**src/rtl/phase_fifo_ctrl.sv**
```systemverilog
// phase_fifo_ctrl: sequencing controller for the phase sample FIFO between the
// demodulator phase output and the trellis decoder. Flushes the FIFO, prefills
// it to a threshold, then passes reads. It also tracks occupancy, detects
// overflow/underflow slips, resynchronises after a slip and counts slips.
module phase_fifo_ctrl #(
  parameter int DEPTH      = 4,
  parameter int FILL_LEVEL = 2,
  parameter int HOLDOFF    = 8,
  parameter int CNT_W      = 8,
  localparam int LVL_W     = $clog2(DEPTH + 1)
) (
  input  logic             clk,
  input  logic             reset,
  input  logic             enable,
  input  logic             wrReq,
  input  logic             rdReq,
  input  logic             clrSlip,
  output logic             fifoReset,
  output logic             fifoWrEn,
  output logic             fifoRdEn,
  output logic [LVL_W-1:0] level,
  output logic             running,
  output logic             overflow,
  output logic             underflow,
  output logic [CNT_W-1:0] slipCount
);

  typedef enum logic [1:0] {ST_IDLE, ST_FLUSH, ST_FILL, ST_RUN} state_t;

  localparam logic [LVL_W-1:0] LVL_FULL = LVL_W'(DEPTH);
  localparam logic [LVL_W-1:0] LVL_FILL = LVL_W'(FILL_LEVEL);
  localparam logic [7:0]       HOLD_LD  = 8'(HOLDOFF - 1);

  state_t           state_reg, state_next;
  logic [7:0]       hold_reg, hold_next;
  logic [LVL_W-1:0] level_reg, level_next;
  logic [CNT_W-1:0] slip_cnt_reg;
  logic             fifo_rst_reg, running_reg, ovf_reg, unf_reg;
  logic             wr_en, rd_en, ovf_event, unf_event, slip_event;

  // State register and hold counter.
  always_ff @(posedge clk) begin
    if (reset) begin
      state_reg <= ST_IDLE;
      hold_reg  <= '0;
    end else begin
      state_reg <= state_next;
      hold_reg  <= hold_next;
    end
  end

  // Zero-latency strobe gating and slip detection from current state and level.
  always_comb begin
    rd_en     = rdReq && (state_reg == ST_RUN) && (level_reg != '0);
    ovf_event = (state_reg == ST_RUN) && wrReq && (level_reg == LVL_FULL) && !rd_en;
    // A same-cycle write cannot rescue an empty read: the new word is not yet readable.
    unf_event = (state_reg == ST_RUN) && rdReq && (level_reg == '0);
    wr_en     = 1'b0;
    if (state_reg == ST_FILL)
      wr_en = wrReq && (level_reg < LVL_FULL);
    else if (state_reg == ST_RUN)
      // A write at full depth only goes through alongside a read, so the FIFO never self-clears.
      wr_en = wrReq && !ovf_event && !unf_event && ((level_reg < LVL_FULL) || rd_en);
    slip_event = ovf_event || unf_event;
  end

  // Next-state decode; enable low overrides every other transition.
  always_comb begin
    state_next = state_reg;
    hold_next  = hold_reg;
    if (!enable) begin
      state_next = ST_IDLE;
      hold_next  = '0;
    end else begin
      case (state_reg)
        ST_IDLE: begin
          state_next = ST_FLUSH;
          hold_next  = HOLD_LD;
        end
        ST_FLUSH: begin
          if (hold_reg == '0) state_next = ST_FILL;
          else                hold_next  = hold_reg - 8'd1;
        end
        ST_FILL: begin
          if (level_reg + LVL_W'(wr_en) == LVL_FILL) state_next = ST_RUN;
        end
        ST_RUN: begin
          if (slip_event) begin
            state_next = ST_FLUSH;
            hold_next  = HOLD_LD;
          end
        end
        default: state_next = ST_IDLE;
      endcase
    end
  end

  // Occupancy follows the gated strobes and is zero whenever the FIFO is held in reset.
  always_comb begin
    level_next = level_reg;
    if ((state_next == ST_IDLE) || (state_next == ST_FLUSH))
      level_next = '0;
    else if (wr_en && !rd_en)
      level_next = level_reg + LVL_W'(1);
    else if (rd_en && !wr_en)
      level_next = level_reg - LVL_W'(1);
  end

  // Registered status outputs, FIFO reset and saturating slip counter.
  always_ff @(posedge clk) begin
    if (reset) begin
      level_reg    <= '0;
      fifo_rst_reg <= 1'b1;
      running_reg  <= 1'b0;
      ovf_reg      <= 1'b0;
      unf_reg      <= 1'b0;
      slip_cnt_reg <= '0;
    end else begin
      level_reg    <= level_next;
      fifo_rst_reg <= (state_next == ST_IDLE) || (state_next == ST_FLUSH);
      running_reg  <= (state_next == ST_RUN);
      ovf_reg      <= ovf_event;
      unf_reg      <= unf_event;
      if (clrSlip)
        slip_cnt_reg <= '0;
      else if (slip_event && (slip_cnt_reg != '1))
        slip_cnt_reg <= slip_cnt_reg + CNT_W'(1);
    end
  end

  assign fifoWrEn  = wr_en;
  assign fifoRdEn  = rd_en;
  assign fifoReset = fifo_rst_reg;
  assign level     = level_reg;
  assign running   = running_reg;
  assign overflow  = ovf_reg;
  assign underflow = unf_reg;
  assign slipCount = slip_cnt_reg;

endmodule

```
**config.mk**
```make
export PLATFORM = sky130hd
export DESIGN_NAME = phase_fifo_ctrl
export DESIGN_NICKNAME = d
export VERILOG_FILES = /design/src/rtl/phase_fifo_ctrl.sv
export SDC_FILE = /design/constraint.sdc
export NUM_CORES = 1
export LEC_CHECK = 0
export ABC_AREA = 1
export CAP_MARGIN = 20
export CELL_PAD_IN_SITES_DETAIL_PLACEMENT = 0
export CELL_PAD_IN_SITES_GLOBAL_PLACEMENT = 1
export CORE_ASPECT_RATIO = 1.4
export CORE_MARGIN = 1
export CORE_UTILIZATION = 30
export DETAILED_ROUTE_END_ITERATION = 8
export HOLD_SLACK_MARGIN = 0.1
export PLACE_DENSITY = 0.71
export SLEW_MARGIN = 30
export SYNTH_ARGS = -nofsm -noshare
export SYNTH_HDL_FRONTEND = slang
export SYNTH_SLANG_ARGS = --single-unit
```
**constraint.sdc**
```tcl
create_clock -name clk -period 4.8 [get_ports clk]
set_input_delay 0.48 -clock clk [delete_from_list [all_inputs] [get_ports clk]]
set_output_delay 0.48 -clock clk [all_outputs]
set_load 0.03 [all_outputs]
```
==> impl_metrics.sql, run 1 <==
INSERT INTO impl_metrics (metric_group, metric, value, unit) VALUES
('timing', 'final-hold-violation-count', '0', ''),
('placed_design', 'area_after_detailed_placement', '1650', 'sq um'),
('critical_path', 'cp_slowest_stage_delay', '720', 'ps'),
('critical_path', 'critical_path.slowest_cell', 'sky130_fd_sc_hd__clkdlybuf4s50_1', ''),
('clock_network', 'clock_tree.htree_level_count', '1', ''),
('power', 'p_leak', '0.711', 'nW'),
('detailed_routing', 'drc_errors', '0', ''),
('placed_design', 'gpl.final_weighted_congestion', '0.774', ''),
('global_route', 'grt_overflow_total', '0', ''),
('outcome', 'status', 'finished, final reports clean', ''),
('global_route', 'antenna_found_initial', '0', ''),
('critical_path', 'critical_path.cell_chain', 'clkdlybuf4s50_1, inv_1, nor2_2, nand2_2, nand2_2, nand2_1, o22ai_1, inv_1, nor2_1, clkdlybuf4s50_1', ''),
('floorplan', 'num_rows', '28', ''),
('floorplan', 'initial_core_util', '31.7', '%'),
('critical_path', 'worst_setup_path_end_kind', 'output pin', ''),
('timing', 'fin_worst_skew', '2.39', 'ps'),
('synthesis', 'synthesis.area', '1350', 'sq um'),
('synthesis', 'avgSynthCellArea', '7.05', 'sq um'),
('global_route', 'grt_start_max_net_pins', '14', ''),
('critical_path', 'cp.required', '4320', 'ps'),
('critical_path', 'crit_start', 'rdReq', ''),
('placed_design', 'dpl.hpwl', '2.27', 'mm'),
('clock_network', 'cts_sink_cnt', '25', ''),
('floorplan', 'core_area', '4270', 'sq um'),
('synthesis', 'postSynthNetCount', '204', ''),
('min_path', 'worst_hold_path_type', 'reg -> reg', ''),
('floorplan', 'die_area', '4790', 'sq um'),
('timing', 'setup-violations-final', '0', ''),
('floorplan', 'dieWidth', '58.8', 'um'),
('detailed_routing', 'antenna_left', '0', ''),
('critical_path', 'crit_path_end', 'fifoWrEn', ''),
('critical_path', 'worstRegToRegCells', '15', ''),
('power', 'irDropWorstVdd', '0.0947', 'mV'),
('global_route', 'grt_pass1_vias', '1138', ''),
('timing', 'relSlewSlack', '79.4', '%'),
('timing', 'report.final.slew_viol_count', '0', ''),
('detailed_routing', 'total_number_of_vias', '1228', ''),
('critical_path', 'reg2reg_to', 'level[2]', ''),
('detailed_routing', 'drt-vias-per-instance', '4.42', ''),
('clock_network', 'cts.clk_slew.worst_paths', '90', 'ps'),
('floorplan', 'fp.dieH', '81.5', 'um'),
('timing', 'setup_repair_after_global_routing_missed_its_margin', 'false', ''),
('placed_design', 'port_buffers', '22', ''),
('clock_network', 'cts.hold.buffers_added', '0', ''),
('synthesis', 'yosys.cell_types.count', '25', ''),
('clock_network', 'clock-root-buffer', 'sky130_fd_sc_hd__clkbuf_8', ''),
('floorplan', 'top_level_ports', '23', ''),
('synthesis', 'proportion_of_synthesized_chip_area_in_sequential_cells', '37.0', '%'),
('clock_network', 'tritoncts', 'yes', ''),
('critical_path', 'critPathMaxFanout', '3', ''),
('detailed_routing', 'postRouteWirelength', '2.94', 'mm'),
('layout', 'drive_above_1_share', '6.88', '%'),
('clock_network', 'cts_resized', '0', ''),
('critical_path', 'slack_of_the_worst_reg_to_reg_path', '2280', 'ps'),
('clock_network', 'later_pin_clock_latency_in_the_skew_report', '260', 'ps'),
('timing', 'finalWorstSetupSlack', '1800', 'ps'),
('power', 'pwr_density_cell', '230', 'nW/um^2'),
('layout', 'synthToLayoutAreaGrowth', '25.1', '%'),
('critical_path', 'setup.worst_path.start_class', 'input pin', ''),
('detailed_routing', 'dr.first_iter.drc_count', '34', ''),
('global_route', 'grt_usage', '14.0', '%'),
('timing', 'setup_total_negative_slack', '0', 'ps'),
('synthesis', 'synthCells', '192', ''),
('layout', 'final_design_area_no_fill', '1690', 'sq um'),
('run', 'max_cap_violations', '0', ''),
('layout', 'fill_cells', '485', ''),
('layout', 'num_antenna_cells', '0', ''),
('synthesis', 'yosys_register_bits', '25', ''),
('timing', 'fmax', '334', 'MHz'),
('synthesis', 'synthDominantCellAreaShare', '37.0', '%'),
('timing', 'period_needed', '3000', 'ps');
==> critical path, delay by kind of cell <==
family	cells	cell delay, ps
AND/OR/NAND/NOR	5	650
AO/OA/AOI/OAI	1	120
buffers and inverters	4	1270
==> metal layers <==
layer / GRT usage, % / vias to the layer above / wire length [um] / share of wire (%)
met2: 23.6 / 22 / 1490 / 51
met5: 0 / - / 0 / 0
met4: 5.24 / 0 / 21 / 0.71
met3: 1.89 / 2 / 80 / 2.7
li1: - / 668 / - / -
met1: 18.0 / 536 / 1350 / 46
==> final cells by class <==
type | instances | area [sq um] | share of cell area [%]
multi-input cells | 141 | 756 | 44.6
inverters | 26 | 97.6 | 5.76
well taps | 60 | 75.1 | 4.43
clock buffers | 4 | 45.0 | 2.66
repair buffers | 22 | 220 | 13.0
flip-flops and latches | 25 | 500 | 29.5
==> synth_stat cells, drive strengths merged <==
| cell | n |
|---|---|
| a21oi | 17 |
| dfxtp | 25 |
| fa | 1 |
| ha | 5 |
| inv | 26 |
| nand2 | 42 |
| nand3 | 21 |
| nand3b | 1 |
| nand4 | 1 |
| nor2 | 31 |
| nor3 | 2 |
| o21ai | 7 |
| o21bai | 1 |
| o22ai | 1 |
| o31ai | 1 |
| or2 | 1 |
| xnor2 | 1 |
| xor2 | 8 |
==> worst min path at each step <==
stage                 from     endpoint  slack (ps)  cells past startpoint
2_1_floorplan  hold_reg[1]  hold_reg[1]         450                      2
4_1_cts        hold_reg[1]  hold_reg[1]         500                      2
3_5_place_dp   hold_reg[1]  hold_reg[1]         480                      2
5_1_grt        hold_reg[2]  hold_reg[2]         510                      2
3_3_place_gp   hold_reg[1]  hold_reg[1]         470                      2
6_report       hold_reg[1]  hold_reg[1]         490                      2
==> logic make-up (layout without fill, tap and decap cells) <==
group,after synthesis,in the layout,share of synthesized area [%]
flip-flops,25,25,37.0
AO/OA/AOI/OAI,27,27,10.7
XOR/XNOR,9,9,5.82
adder cells (fa/ha/maj),6,6,6.10
AND/OR/NAND/NOR,99,99,33.2
buffers and inverters,26,52,7.21
==> through the flow <==
stage / std cells / total power [mW] / hold WS, ps
after CTS: 278 / 0.398 / 497
after global placement: 274 / 0.272 / 473
after floorplan: 192 / 0.256 / 450
after detailed placement: 274 / 0.272 / 484
final: 278 / 0.390 / 488
after global routing: 278 / 0.417 / 511
==> cells in the final DEF, fill, tap and decap left out <==
cell type                         instances
sky130_fd_sc_hd__a21oi_1                 16
sky130_fd_sc_hd__a21oi_2                  1
sky130_fd_sc_hd__clkbuf_1                 1
sky130_fd_sc_hd__clkbuf_8                 3
sky130_fd_sc_hd__clkdlybuf4s50_1         22
sky130_fd_sc_hd__dfxtp_1                 25
sky130_fd_sc_hd__fa_1                     1
sky130_fd_sc_hd__ha_1                     5
sky130_fd_sc_hd__inv_1                   25
sky130_fd_sc_hd__inv_2                    1
sky130_fd_sc_hd__nand2_1                 37
sky130_fd_sc_hd__nand2_2                  4
sky130_fd_sc_hd__nand2_4                  1
sky130_fd_sc_hd__nand3_1                 19
sky130_fd_sc_hd__nand3_2                  1
sky130_fd_sc_hd__nand3_4                  1
sky130_fd_sc_hd__nand3b_1                 1
sky130_fd_sc_hd__nand4_1                  1
sky130_fd_sc_hd__nor2_1                  29
sky130_fd_sc_hd__nor2_2                   2
sky130_fd_sc_hd__nor3_1                   2
sky130_fd_sc_hd__o21ai_0                  7
sky130_fd_sc_hd__o21bai_1                 1
sky130_fd_sc_hd__o22ai_1                  1
sky130_fd_sc_hd__o31ai_1                  1
sky130_fd_sc_hd__or2_2                    1
sky130_fd_sc_hd__xnor2_1                  1
sky130_fd_sc_hd__xor2_1                   8
==> where the power goes <==
group / internal [mW] / total, mW / switching, mW
Clock: 0.0592 / 0.124 / 0.0647
Sequential: 0.212 / 0.215 / 0.00296
Combinational: 0.0192 / 0.0516 / 0.0325
Total: 0.290 / 0.390 / 0.100
No activity file was read; power rests on OpenSTA's default activity.
==> run 2: changes to the inputs <==
- clock period: 4.8 -> 3.05 ns (I/O delays scaled with it)
==> run 2 against run 1 <==
Sequential power is 57% higher. Cell area stayed put. Largest power group unchanged. Register-to-register slack worse by 1700 ps. Hold slack worse by 4.8 ps. Core utilization stayed put. Via count is 1.3% higher. Worst setup slack worse by 1300 ps.
==> impl_metrics.sql, run 2 (same netlist as run 1, synthesis figures left out) <==
INSERT INTO impl_metrics (metric_group, metric, value, unit) VALUES
('timing', 'fmax', '388', 'MHz'),
('detailed_routing', 'drc_errors', '0', ''),
('layout', 'final_common_cell', 'sky130_fd_sc_hd__nand2_1', ''),
('placed_design', 'dp.cells', '274', ''),
('detailed_routing', 'antenna_left', '0', ''),
('layout', 'final_design_area_no_fill', '1690', 'sq um'),
('floorplan', 'core_area', '4270', 'sq um'),
('critical_path', 'cp.required', '2740', 'ps'),
('floorplan', 'dieWidth', '58.8', 'um'),
('critical_path', 'worstRegToRegCells', '15', ''),
('timing', 'setup_total_negative_slack', '0', 'ps'),
('min_path', 'hold-path-endpoint', 'hold_reg[1]', ''),
('detailed_routing', 'first_pass_iters', '4', ''),
('placed_design', 'area_after_detailed_placement', '1650', 'sq um'),
('global_route', 'grt_start_max_net_pins', '14', ''),
('outcome', 'status', 'finished, final reports clean', ''),
('clock_network', 'tritoncts', 'yes', ''),
('run', 'max_cap_violations', '0', ''),
('global_route', 'grt_usage', '13.4', '%'),
('clock_network', 'clock-root-buffer', 'sky130_fd_sc_hd__clkbuf_8', ''),
('layout', 'postLayoutCoreUtil', '39.6', '%'),
('power', 'pwr_density_cell', '363', 'nW/um^2'),
('timing', 'worst_hold_slack', '483', 'ps'),
('timing', 'fin_worst_skew', '2.57', 'ps'),
('timing', 'report.final.slew_viol_count', '0', ''),
('critical_path', 'cp_slowest_stage_delay', '710', 'ps'),
('power', 'irDropWorstVdd', '0.137', 'mV'),
('layout', 'drive_above_1_share', '6.88', '%'),
('clock_network', 'cts_sink_cnt', '25', ''),
('layout', 'multi_input_comb_area', '756', 'sq um'),
('critical_path', 'rr_startpoint', 'state_reg[1]', ''),
('power', 'power', '615', 'uW'),
('clock_network', 'cts_resized', '0', ''),
('floorplan', 'top_level_ports', '23', ''),
('clock_network', 'later_pin_clock_latency_in_the_skew_report', '260', 'ps'),
('layout', 'num_antenna_cells', '0', ''),
('min_path', 'worst_hold_path_type', 'reg -> reg', ''),
('timing', 'relSlewSlack', '78.7', '%'),
('global_route', 'grt_pass1_vias', '1126', ''),
('min_path', 'hp-start', 'hold_reg[1]', ''),
('detailed_routing', 'postRouteWirelength', '2.85', 'mm'),
('clock_network', 'clk_path_buf_depth', '2', ''),
('timing', 'finalWorstSetupSlack', '474', 'ps'),
('global_route', 'antenna_found_initial', '0', ''),
('critical_path', 'reg2reg_to', 'level[2]', ''),
('layout', 'instances_no_fill', '278', ''),
('clock_network', 'cts_made_buffers', '3', ''),
('floorplan', 'die_area', '4790', 'sq um'),
('detailed_routing', 'total_number_of_vias', '1244', ''),
('placed_design', 'dpl.hpwl', '2.20', 'mm'),
('critical_path', 'criticalPathCategory', 'in -> out', ''),
('clock_network', 'cts.clk_slew.worst_paths', '80', 'ps'),
('critical_path', 'crit_arrival', '2270', 'ps'),
('layout', 'synthToLayoutAreaGrowth', '25.1', '%'),
('critical_path', 'critPathMaxFanout', '3', ''),
('critical_path', 'setup.worst_path.start_class', 'input pin', ''),
('timing', 'least_margin_pin_slew', '318', 'ps'),
('timing', 'setup_repair_after_global_routing_missed_its_margin', 'false', ''),
('timing', 'post-route-period-util', '84.5', '%'),
('critical_path', 'worst_setup_path_end_kind', 'output pin', ''),
('timing', 'period_needed', '2580', 'ps'),
('timing', 'setup-violations-final', '0', ''),
('floorplan', 'initial_core_util', '31.7', '%'),
('floorplan', 'fp.dieH', '81.5', 'um'),
('detailed_routing', 'drt-vias-per-instance', '4.47', ''),
('placed_design', 'port_buffers', '22', ''),
('global_route', 'grt_overflow_total', '0', ''),
('placed_design', 'gpl.final_weighted_congestion', '0.766', ''),
('detailed_routing', 'wire_per_inst', '10.2', 'um'),
('layout', 'seq_area', '500', 'sq um'),
('clock_network', 'cts_post_setup_buffers_inserted', '0', ''),
('layout', 'mostFrequentLayoutCells', 'sky130_fd_sc_hd__nand2_1 (37), sky130_fd_sc_hd__nor2_1 (29), sky130_fd_sc_hd__inv_1 (25), sky130_fd_sc_hd__dfxtp_1 (25), sky130_fd_sc_hd__clkdlybuf4s50_1 (22)', ''),
('clock_network', 'clock_tree.htree_level_count', '1', ''),
('layout', 'final_net_count', '231', ''),
('power', 'p_leak', '0.711', 'nW'),
('min_path', 'min_path_cells', '2', ''),
('critical_path', 'slack_of_the_worst_reg_to_reg_path', '610', 'ps'),
('detailed_routing', 'dr.first_iter.drc_count', '47', ''),
('critical_path', 'critical_path.cell_chain', 'clkdlybuf4s50_1, inv_1, nor2_2, nand2_2, nand2_2, nand2_1, o22ai_1, inv_1, nor2_1, clkdlybuf4s50_1', ''),
('timing', 'final-hold-violation-count', '0', ''),
('floorplan', 'num_rows', '28', ''),
('critical_path', 'critical_path.slowest_cell', 'sky130_fd_sc_hd__clkdlybuf4s50_1', ''),
('layout', 'fill_cells', '499', ''),
('global_route', 'grt_pass1_wl', '4.99', 'mm'),
('placed_design', 'place_ws', '294', 'ps'),
('clock_network', 'cts.hold.buffers_added', '0', '');
## run 2: cell counts in the layout (fill, tap and decap cells not counted)
No cell type changed its count.
## run 2: per-layer routing
layer  up-vias  wire length [um]  global-route usage, %
met1       555              1330                   16.7
met3         2                83                   1.42
met4         0                21                   5.71
li1        663                 -                      -
met2        24              1410                   23.0
met5         -                 0                      0
## run 2: cell type report
class	count	area share, %
Sequential cell	25	29.5
Timing Repair Buffer	22	13.0
Clock buffer	4	2.66
Inverter	26	5.76
Tap cell	60	4.43
Multi-Input combinational cell	141	44.6
## run 2: how the worst max path moves through the flow
stage                             from        to  slack [ps]  cells past startpoint
after floorplan               level[0]  level[2]         160                     15
after global placement           rdReq  level[2]         330                     16
after detailed placement         rdReq  level[2]         290                     16
after CTS                        rdReq  fifoWrEn         450                     10
after global routing      state_reg[1]  fifoWrEn         240                      9
final                            rdReq  fifoWrEn         470                     10
## run 2: where the power goes
part	internal [mW]	switching (mW)
clock	0.0933	0.102
combinational	0.0301	0.0511
sequential	0.333	0.00485
total	0.456	0.158
## run 2: critical path: cells and delay by family
family                 cells  cell delay [ps]
buffers and inverters      4             1250
AND/OR/NAND/NOR            5              580
AO/OA/AOI/OAI              1              120
==> run 3: changes to the inputs <==
- clock period: 3.05 -> 2.7 ns (I/O delays scaled with it)
==> run 3 against run 2 <==
Via count decreased by 1.8%. Sequential power increased by 13%. Power increased by 13%. Critical path depth unchanged. Routed wire length increased by 3.4%. Core utilization increased by 0.41 points. Clock power increased by 12%. Register-to-register slack got worse by 260 ps. Final cell count increased by 0.72%. Sequential share of layout area decreased by 0.30 points. Global-route usage decreased by 0.22 points. Critical endpoint unchanged. Largest cell class unchanged. Largest power group unchanged.
==> impl_metrics.sql, run 3 (same netlist as run 1, synthesis figures left out) <==
INSERT INTO impl_metrics (metric_group, metric, value, unit) VALUES
('outcome', 'status', 'finished, final reports clean', ''),
('timing', 'report.final.slew_viol_count', '0', ''),
('min_path', 'hold-path-endpoint', 'hold_reg[2]', ''),
('critical_path', 'rr_startpoint', 'level[2]', ''),
('clock_network', 'cts_post_setup_buffers_inserted', '0', ''),
('power', 'pwr_density_cell', '405', 'nW/um^2'),
('clock_network', 'cts.clk_slew.worst_paths', '90', 'ps'),
('clock_network', 'clk_path_buf_depth', '2', ''),
('global_route', 'grt_overflow_total', '0', ''),
('critical_path', 'crit_arrival', '2230', 'ps'),
('timing', 'setup_total_negative_slack', '0', 'ps'),
('timing', 'least_margin_pin_slew', '318', 'ps'),
('placed_design', 'port_buffers', '22', ''),
('floorplan', 'num_rows', '28', ''),
('layout', 'synthToLayoutAreaGrowth', '26.4', '%'),
('clock_network', 'clock-root-buffer', 'sky130_fd_sc_hd__clkbuf_8', ''),
('detailed_routing', 'dr.first_iter.drc_count', '19', ''),
('clock_network', 'clock_tree.htree_level_count', '1', ''),
('clock_network', 'tritoncts', 'yes', ''),
('critical_path', 'worstRegToRegCells', '15', ''),
('floorplan', 'die_area', '4790', 'sq um'),
('detailed_routing', 'antenna_left', '0', ''),
('layout', 'drive_above_1_share', '8.18', '%'),
('critical_path', 'worst_setup_path_end_kind', 'output pin', ''),
('timing', 'fmax', '400', 'MHz'),
('timing', 'period_needed', '2500', 'ps'),
('min_path', 'hp-start', 'hold_reg[2]', ''),
('detailed_routing', 'drc_errors', '0', ''),
('clock_network', 'cts.hold.buffers_added', '0', ''),
('critical_path', 'setup.worst_path.start_class', 'flop', ''),
('min_path', 'min_path_cells', '2', ''),
('critical_path', 'critPathMaxFanout', '6', ''),
('layout', 'fill_cells', '505', ''),
('critical_path', 'criticalPathCategory', 'reg -> out', ''),
('detailed_routing', 'drt-vias-per-instance', '4.36', ''),
('layout', 'num_antenna_cells', '0', ''),
('clock_network', 'cts_resized', '0', ''),
('timing', 'worst_hold_slack', '485', 'ps'),
('timing', 'post-route-period-util', '92.5', '%'),
('detailed_routing', 'total_number_of_vias', '1222', ''),
('detailed_routing', 'wire_per_inst', '10.5', 'um'),
('run', 'max_cap_violations', '0', ''),
('layout', 'mostFrequentLayoutCells', 'sky130_fd_sc_hd__nand2_1 (37), sky130_fd_sc_hd__nor2_1 (28), sky130_fd_sc_hd__inv_1 (25), sky130_fd_sc_hd__dfxtp_1 (25), sky130_fd_sc_hd__clkdlybuf4s50_1 (22)', ''),
('layout', 'final_net_count', '233', ''),
('min_path', 'worst_hold_path_type', 'reg -> reg', ''),
('placed_design', 'gpl.final_weighted_congestion', '0.788', ''),
('power', 'p_leak', '0.722', 'nW'),
('critical_path', 'critical_path.slowest_cell', 'sky130_fd_sc_hd__clkdlybuf4s50_1', ''),
('layout', 'final_common_cell', 'sky130_fd_sc_hd__nand2_1', ''),
('timing', 'fin_worst_skew', '3.38', 'ps'),
('power', 'irDropWorstVdd', '0.175', 'mV'),
('detailed_routing', 'first_pass_iters', '4', ''),
('floorplan', 'top_level_ports', '23', ''),
('detailed_routing', 'postRouteWirelength', '2.95', 'mm'),
('global_route', 'antenna_found_initial', '0', ''),
('timing', 'relSlewSlack', '78.7', '%'),
('clock_network', 'cts_sink_cnt', '25', ''),
('global_route', 'grt_pass1_vias', '1063', ''),
('global_route', 'grt_usage', '13.1', '%'),
('global_route', 'grt_pass1_wl', '4.83', 'mm'),
('floorplan', 'core_area', '4270', 'sq um'),
('clock_network', 'later_pin_clock_latency_in_the_skew_report', '260', 'ps'),
('critical_path', 'cp.required', '2430', 'ps'),
('floorplan', 'dieWidth', '58.8', 'um'),
('clock_network', 'cts_made_buffers', '3', ''),
('placed_design', 'dpl.hpwl', '2.30', 'mm'),
('timing', 'setup-violations-final', '0', ''),
('critical_path', 'reg2reg_to', 'level[2]', ''),
('floorplan', 'fp.dieH', '81.5', 'um'),
('critical_path', 'slack_of_the_worst_reg_to_reg_path', '350', 'ps'),
('global_route', 'grt_start_max_net_pins', '14', ''),
('timing', 'setup_repair_after_global_routing_missed_its_margin', 'false', ''),
('floorplan', 'initial_core_util', '31.7', '%'),
('critical_path', 'critical_path.cell_chain', 'inv_1, nand2_1, nand2_2, nand2_2, nand2_1, o22ai_1, inv_1, nor2_2, buf_4, clkdlybuf4s50_1', ''),
('timing', 'final-hold-violation-count', '0', ''),
('critical_path', 'cp_slowest_stage_delay', '650', 'ps');
## run 3: worst max path at each step
stage	from	to	slack [ps]	cells past startpoint
floorplan	level[0]	level[2]	2	15
global placement	rdReq	level[2]	140	16
detailed placement	rdReq	level[2]	70	16
CTS	level[2]	fifoWrEn	170	10
global route	state_reg[1]	fifoWrEn	20	10
finish	level[2]	fifoWrEn	200	10
## run 3: stage by stage
stage / total power [mW] / instance area, sq um / util (%) / setup WS (ps) / std cells
2_1_floorplan: 0.456 / 1360 / - / 1.87 / 192
3_3_place_gp: 0.486 / 1670 / 39.0 / 142 / 276
3_5_place_dp: 0.484 / 1670 / 39.0 / 74.2 / 276
4_1_cts: 0.707 / 1710 / 40.0 / 170 / 280
5_1_grt: 0.735 / 1710 / 40.0 / 19.0 / 280
6_report: 0.693 / 1710 / 40.0 / 203 / 280
## run 3: power breakdown
| part | internal [mW] | switching [mW] | leakage, nW | total, mW |
|---|---|---|---|---|
| clock network | 0.105 | 0.113 | 0.0228 | 0.218 |
| registers | 0.376 | 0.00524 | 0.203 | 0.381 |
| logic | 0.0345 | 0.0591 | 0.496 | 0.0935 |
| total | 0.516 | 0.177 | 0.722 | 0.693 |
## run 3: worst max-delay path: cells and delay by family (launching register included)
kind / cells / cell delay (ps)
compound gates: 1 / 110
buf+inv: 4 / 950
flops: 1 / 480
simple gates: 5 / 420
## run 3: layout make-up
class | count | area (sq um) | share of cell area [%]
well taps | 60 | 75.1 | 4.39
multi-input cells | 141 | 758 | 44.3
clock buffers | 4 | 45.0 | 2.63
flip-flops and latches | 25 | 500 | 29.2
inverters | 26 | 97.6 | 5.70
repair buffers | 24 | 235 | 13.7
## run 3: routing by layer
| metal | track usage (%) | vias up | routed length (um) |
|---|---|---|---|
| li1 | - | 669 | - |
| met1 | 16.2 | 538 | 1420 |
| met2 | 22.3 | 13 | 1430 |
| met3 | 2.05 | 2 | 71 |
| met4 | 5.71 | 0 | 24 |
| met5 | 0 | - | 0 |
